[src/rtl/regfile_pkg.sv]
// Shared helpers for the register file: port slice offsets, a log2 for
// counter sizing, and the index of the optional hard-wired zero register.
package regfile_pkg;

    localparam int ZERO_IDX = 0;

    // Low bit of read port i inside the packed address bus
    function automatic int port_addr(input int i, input int aw);
        return i * aw;
    endfunction

    // Low bit of read port i inside the packed data bus
    function automatic int port_data(input int i, input int dw);
        return i * dw;
    endfunction

    // Ceiling log2; log2(DEPTH+1) gives the width needed to count 0..DEPTH
    function automatic int log2(input int v);
        int r;
        r = 0;
        for (int b = 0; b < 31; b++)
            if ((1 << b) < v) r = b + 1;
        return r;
    endfunction

endpackage

[src/rtl/regfile_scoreboard.sv]
// Pending-write scoreboard: one bit per register, reservation acceptance
// and a running count of outstanding reservations.
module regfile_scoreboard
    import regfile_pkg::*;
#(
    parameter int ADDR_W   = 3,
    parameter int ZERO_REG = 1,
    localparam int DEPTH   = 2 ** ADDR_W,
    localparam int CNT_W   = log2(DEPTH + 1)
) (
    input  logic              clk,
    input  logic              rst,
    input  logic              wr_en,
    input  logic [ADDR_W-1:0] wr_addr,
    input  logic              rsv_en,
    input  logic [ADDR_W-1:0] rsv_addr,
    output logic              rsv_ok,
    output logic [DEPTH-1:0]  pend_vec,
    output logic [CNT_W-1:0]  pend_cnt
);

    logic rsv_zero, wr_zero, rsv_set, wr_clr, inc, dec;

    assign rsv_zero = (ZERO_REG != 0) && (rsv_addr == ADDR_W'(ZERO_IDX));
    assign wr_zero  = (ZERO_REG != 0) && (wr_addr == ADDR_W'(ZERO_IDX));

    // A write landing on the same register this cycle frees it for the new producer
    assign rsv_ok  = rsv_en && (rsv_zero || !pend_vec[rsv_addr] ||
                                (wr_en && wr_addr == rsv_addr));
    assign rsv_set = rsv_ok && !rsv_zero;
    assign wr_clr  = wr_en && !wr_zero;

    assign inc = rsv_set && !pend_vec[rsv_addr];
    assign dec = wr_clr && pend_vec[wr_addr] && !(rsv_set && rsv_addr == wr_addr);

    always_ff @(posedge clk) begin
        if (rst) begin
            pend_vec <= '0;
            pend_cnt <= '0;
        end else begin
            if (wr_clr)  pend_vec[wr_addr]  <= 1'b0;
            if (rsv_set) pend_vec[rsv_addr] <= 1'b1;
            pend_cnt <= pend_cnt + CNT_W'(inc) - CNT_W'(dec);
        end
    end

`ifndef SYNTHESIS
    always @(posedge clk)
        if (!rst) assert (pend_cnt == CNT_W'($countones(pend_vec)));
`endif

endmodule

[src/rtl/regfile_sb.sv]
// Multi-read-port register file with write-to-read bypass and an
// integrated pending-write scoreboard for the hazard unit.
module regfile_sb
    import regfile_pkg::*;
#(
    parameter int DATA_W   = 16,
    parameter int ADDR_W   = 3,
    parameter int NUM_RD   = 2,
    parameter int ZERO_REG = 1,
    parameter int BYPASS   = 1,
    localparam int DEPTH   = 2 ** ADDR_W
) (
    input  logic                     clk,
    input  logic                     rst,
    input  logic [NUM_RD*ADDR_W-1:0] rd_addr,
    output logic [NUM_RD*DATA_W-1:0] rd_data,
    output logic [NUM_RD-1:0]        rd_pending,
    input  logic                     wr_en,
    input  logic [ADDR_W-1:0]        wr_addr,
    input  logic [DATA_W-1:0]        wr_data,
    input  logic                     rsv_en,
    input  logic [ADDR_W-1:0]        rsv_addr,
    output logic                     rsv_ok,
    output logic [DEPTH-1:0]         pend_vec,
    output logic [ADDR_W:0]          pend_cnt
);

    logic [DEPTH-1:0][DATA_W-1:0] mem;
    logic                         wr_real;

    assign wr_real = wr_en && !((ZERO_REG != 0) && (wr_addr == ADDR_W'(ZERO_IDX)));

    always_ff @(posedge clk) begin
        if (rst)          mem <= '0;
        else if (wr_real) mem[wr_addr] <= wr_data;
    end

`ifdef SIM_TRACE
    always @(posedge clk)
        if (!rst && wr_real) $display("regfile_sb: R%0d <= %h", wr_addr, wr_data);
`endif

    regfile_scoreboard #(
        .ADDR_W   (ADDR_W),
        .ZERO_REG (ZERO_REG)
    ) u_sb (
        .clk      (clk),
        .rst      (rst),
        .wr_en    (wr_en),
        .wr_addr  (wr_addr),
        .rsv_en   (rsv_en),
        .rsv_addr (rsv_addr),
        .rsv_ok   (rsv_ok),
        .pend_vec (pend_vec),
        .pend_cnt (pend_cnt)
    );

    for (genvar i = 0; i < NUM_RD; i++) begin : g_rd
        logic [ADDR_W-1:0] a;
        logic [DATA_W-1:0] d;
        logic              p;

        assign a = rd_addr[port_addr(i, ADDR_W) +: ADDR_W];

        // Zero register beats bypass so a stray write to R0 never leaks through
        always_comb begin
            d = mem[a];
            p = pend_vec[a];
            if ((ZERO_REG != 0) && (a == ADDR_W'(ZERO_IDX))) begin
                d = '0;
                p = 1'b0;
            end else if ((BYPASS != 0) && wr_en && (wr_addr == a)) begin
                d = wr_data;
                p = 1'b0;
            end
        end

        assign rd_data[port_data(i, DATA_W) +: DATA_W] = d;
        assign rd_pending[i] = p;
    end

endmodule

[config.mk]
export PLATFORM = sky130hd
export DESIGN_NAME = regfile_sb
export DESIGN_NICKNAME = d
export VERILOG_FILES = /design/src/rtl/regfile_pkg.sv /design/src/rtl/regfile_scoreboard.sv /design/src/rtl/regfile_sb.sv
export SDC_FILE = /design/constraint.sdc
export NUM_CORES = 1
export LEC_CHECK = 0
export ABC_AREA = 1
export BUFFER_PORTS_ARGS = -buffer_cell sky130_fd_sc_hd__buf_2
export CORE_UTILIZATION = 24
export CTS_BUF_LIST = sky130_fd_sc_hd__clkbuf_4
export DETAILED_ROUTE_END_ITERATION = 10
export MAX_ROUTING_LAYER = met4
export PLACE_DENSITY_LB_ADDON = 0.05
export SETUP_SLACK_MARGIN = 0.5
export SLEW_MARGIN = 20
export SYNTH_ARGS = -nofsm -noshare
export SYNTH_HDL_FRONTEND = slang
export SYNTH_SLANG_ARGS = --single-unit
[constraint.sdc]
create_clock -name clk -period 5.3 [get_ports clk]
set_input_delay 0.53 -clock clk [delete_from_list [all_inputs] [get_ports clk]]
set_output_delay 0.53 -clock clk [all_outputs]
set_load 0.05 [all_outputs]
==> run summary <==
area delta synth->final = 9.91%
CP required = 4770 ps
Placer Congestion = 0.807
Max Slew Vio Count = 0
fmax = 276 MHz
Core Region = 32800 sq um
synth top area cells = dfxtp_1, a21oi_1, nand2_1
Post-Synthesis Cell Area = 8060 sq um
Internal = 1.54 mW
post-synth top area share = 0.348
vias in the first global route = 7813
cell row count = 66
Max Cap Viol = 0
largest net degree at the start of global routing = 95
Worst Setup End Kind = output pin
ys flop type = dfxtp_1
LEAKAGE = 3.26 nW
status = finished, final reports clean
Hold Fails Final Rpt = 0
Crit Path Max Fanout = 44
Min Hold Slack = 294 ps
Worst-path clk slew = 150 ps
commonest cells after routing, fill and taps aside = nand2_1, a21oi_1, dfxtp_1, o21ai_0, nor2_1
clk_lat worst skew = 560 ps
die width = 185 microns
Rel. slew slack = 0.317
Yosys cell types = 38
GRT Total Usage = 0.222
syn_nets = 1281
Clock Tree Buf Depth = 2
die span in y = 185 microns
Vias per Instance = 4.88
Sequential Power Share = 0.449
initial drt markers = 703
die area = 34300 sq um
Worst Skew = 8.67 ps
combinational fraction of design power = 0.241
slew of the pin with the lowest slew margin = 1020 ps
root buf cell = clkbuf_4
Final nets = 1283
final setup vio count = 0
PwrDens = 277 nW/um^2
clock sinks = 140
Vias = 8304
ys async rst share = 0
crit path kind = primary input to output pin
switching pwr = 0.911 mW
most common cell after layout, fill and taps aside = nand2_1
number of port buffers = 78
Fin Setup TNS = 0 ps
drt wl/cell = 21.1 microns
Hold Crit Class = primary input to register
hold-fix buffers at CTS = 0
antenna violations before repair = 1
PostCTS Resize Cnt = 0
Fillers = 3734
CTS HTree Levels = 4
Worst setup SP type = primary input
share of cells above drive strength 1 = 0.126
Seq/Total Area, Yosys = 0.348
CP arrival = 3090 ps
number of flops mapped to enable cells by yosys = 0
synthesized area per cell = 6.48 sq um
Gate Count Post-Synth = 1244
number of setup buffers added after CTS = 0
routed wire length = 36000 microns
initial core utilization = 0.246
register bit total from synthesis = 140
DRC errors left = 0
switching power share of the total = 0.371
clock network power share = 0.310
crit path time final = 3620 ps
Worst IR Drop VDD = 0.000124 V
Synth area leader = dfxtp_1
final period utilization = 0.683
I/O pin count = 79
yosys warns = 0
Overflow after GRT = 0
CTS buffer count = 17
post-detailed-route count of antenna-violating nets = 0
first-pass GRT wire length = 53500 microns
unrepaired setup endpoints after global routing = no
Post-DP HPWL = 22400 microns
CTS tree = done
DR pass1 iterations = 5
[Yosys cell counts (2+ instances only)]
cell and number:
ha_1 4, o2111ai_1 9, a31oi_1 7, inv_2 17, o21ai_1 5, clkbuf_1 50
o211ai_1 12, xor2_1 2, o21ai_0 108, a21oi_1 224, nor2_4 7, nand2_1 298
buf_1 2, nor3_2 5, buf_2 38, o22ai_1 6, nor2_1 96, nand3_1 52
buf_6 6, nor3_1 11, buf_4 13, inv_1 75, nand2_2 2, a211oi_2 2
dfxtp_1 140, nand4_1 10, a211oi_1 32
[stage by stage]
stage	instances	setup WS, ps	cell area, sq um	util	total power, mW
finish	1702	1680	8850	0.270	2.46
global route	1702	1520	8850	0.270	2.59
CTS	1701	1600	8850	0.270	2.50
detailed placement	1669	1620	8560	0.261	1.72
global placement	1669	1680	8560	0.261	1.72
floorplan	1244	2420	8060	-	1.54
[cell families after synthesis]
logic type,count (synthesis),share of synthesized area
AO/OA/AOI/OAI,406,0.274
flip-flops,140,0.348
AND/OR/NAND/NOR,486,0.253
XOR/XNOR,3,0.00326
buffers and inverters,204,0.113
adder cells (fa/ha/maj),5,0.00870
[final timing paths]
check	startpoint	cells after the start	slack [ps]	to
worst max-delay path	rd_addr[4]	10	1680	rd_data[17]
worst min-delay path	wr_data[11]	3	290	mem[59]
worst max register to register	u_sb.pend_vec[4]	18	2680	u_sb.pend_cnt[3]
worst min register to register	mem[13]	2	460	mem[13]
[worst max-delay path, stage by stage]
cell     delay (ps)
buf_2           250
inv_6           400
o22ai_1         140
nor2_1          100
nand2_1         440
buf_4           390
nand2_1          70
a21oi_1          50
nor3_1          350
buf_2           350
[layout make-up]
cell class / count / area, sq um / share of cell area
Tap cell: 442 / 553 / 0.0625
Multi-Input combinational cell: 900 / 4340 / 0.490
Antenna cell: 1 / 2.50 / 0.000283
Clock buffer: 18 / 135 / 0.0153
Timing Repair Buffer: 93 / 508 / 0.0574
Sequential cell: 140 / 2800 / 0.317
Clock inverter: 14 / 153 / 0.0172
Inverter: 94 / 358 / 0.0404
[registers in the layout, indices dropped and copies added, names as in the netlist]
register,flops
u_sb.pend_cnt,4
mem,128
u_sb.pend_vec,8
[per-layer routing]
layer,track usage,wire (microns),part of all wire,up-vias
li1,-,-,-,4157
met1,0.303,17600,0.49,3955
met2,0.342,16500,0.46,165
met3,0.0338,1250,0.035,27
met4,0.0526,583,0.016,0
met5,-,0,0,-
[power groups by stage]
| stage | Combinational (mW) | Sequential, mW | Clock, mW |
|---|---|---|---|
| 3_5_place_dp | 0.595 | 1.13 | 0 |
| 3_3_place_gp | 0.597 | 1.13 | 0 |
| 5_1_grt | 0.642 | 1.11 | 0.835 |
| 6_report | 0.591 | 1.10 | 0.761 |
| 2_1_floorplan | 0.389 | 1.15 | 0 |
| 4_1_cts | 0.597 | 1.10 | 0.797 |
Note: power is estimated with default switching activity, not from simulation.
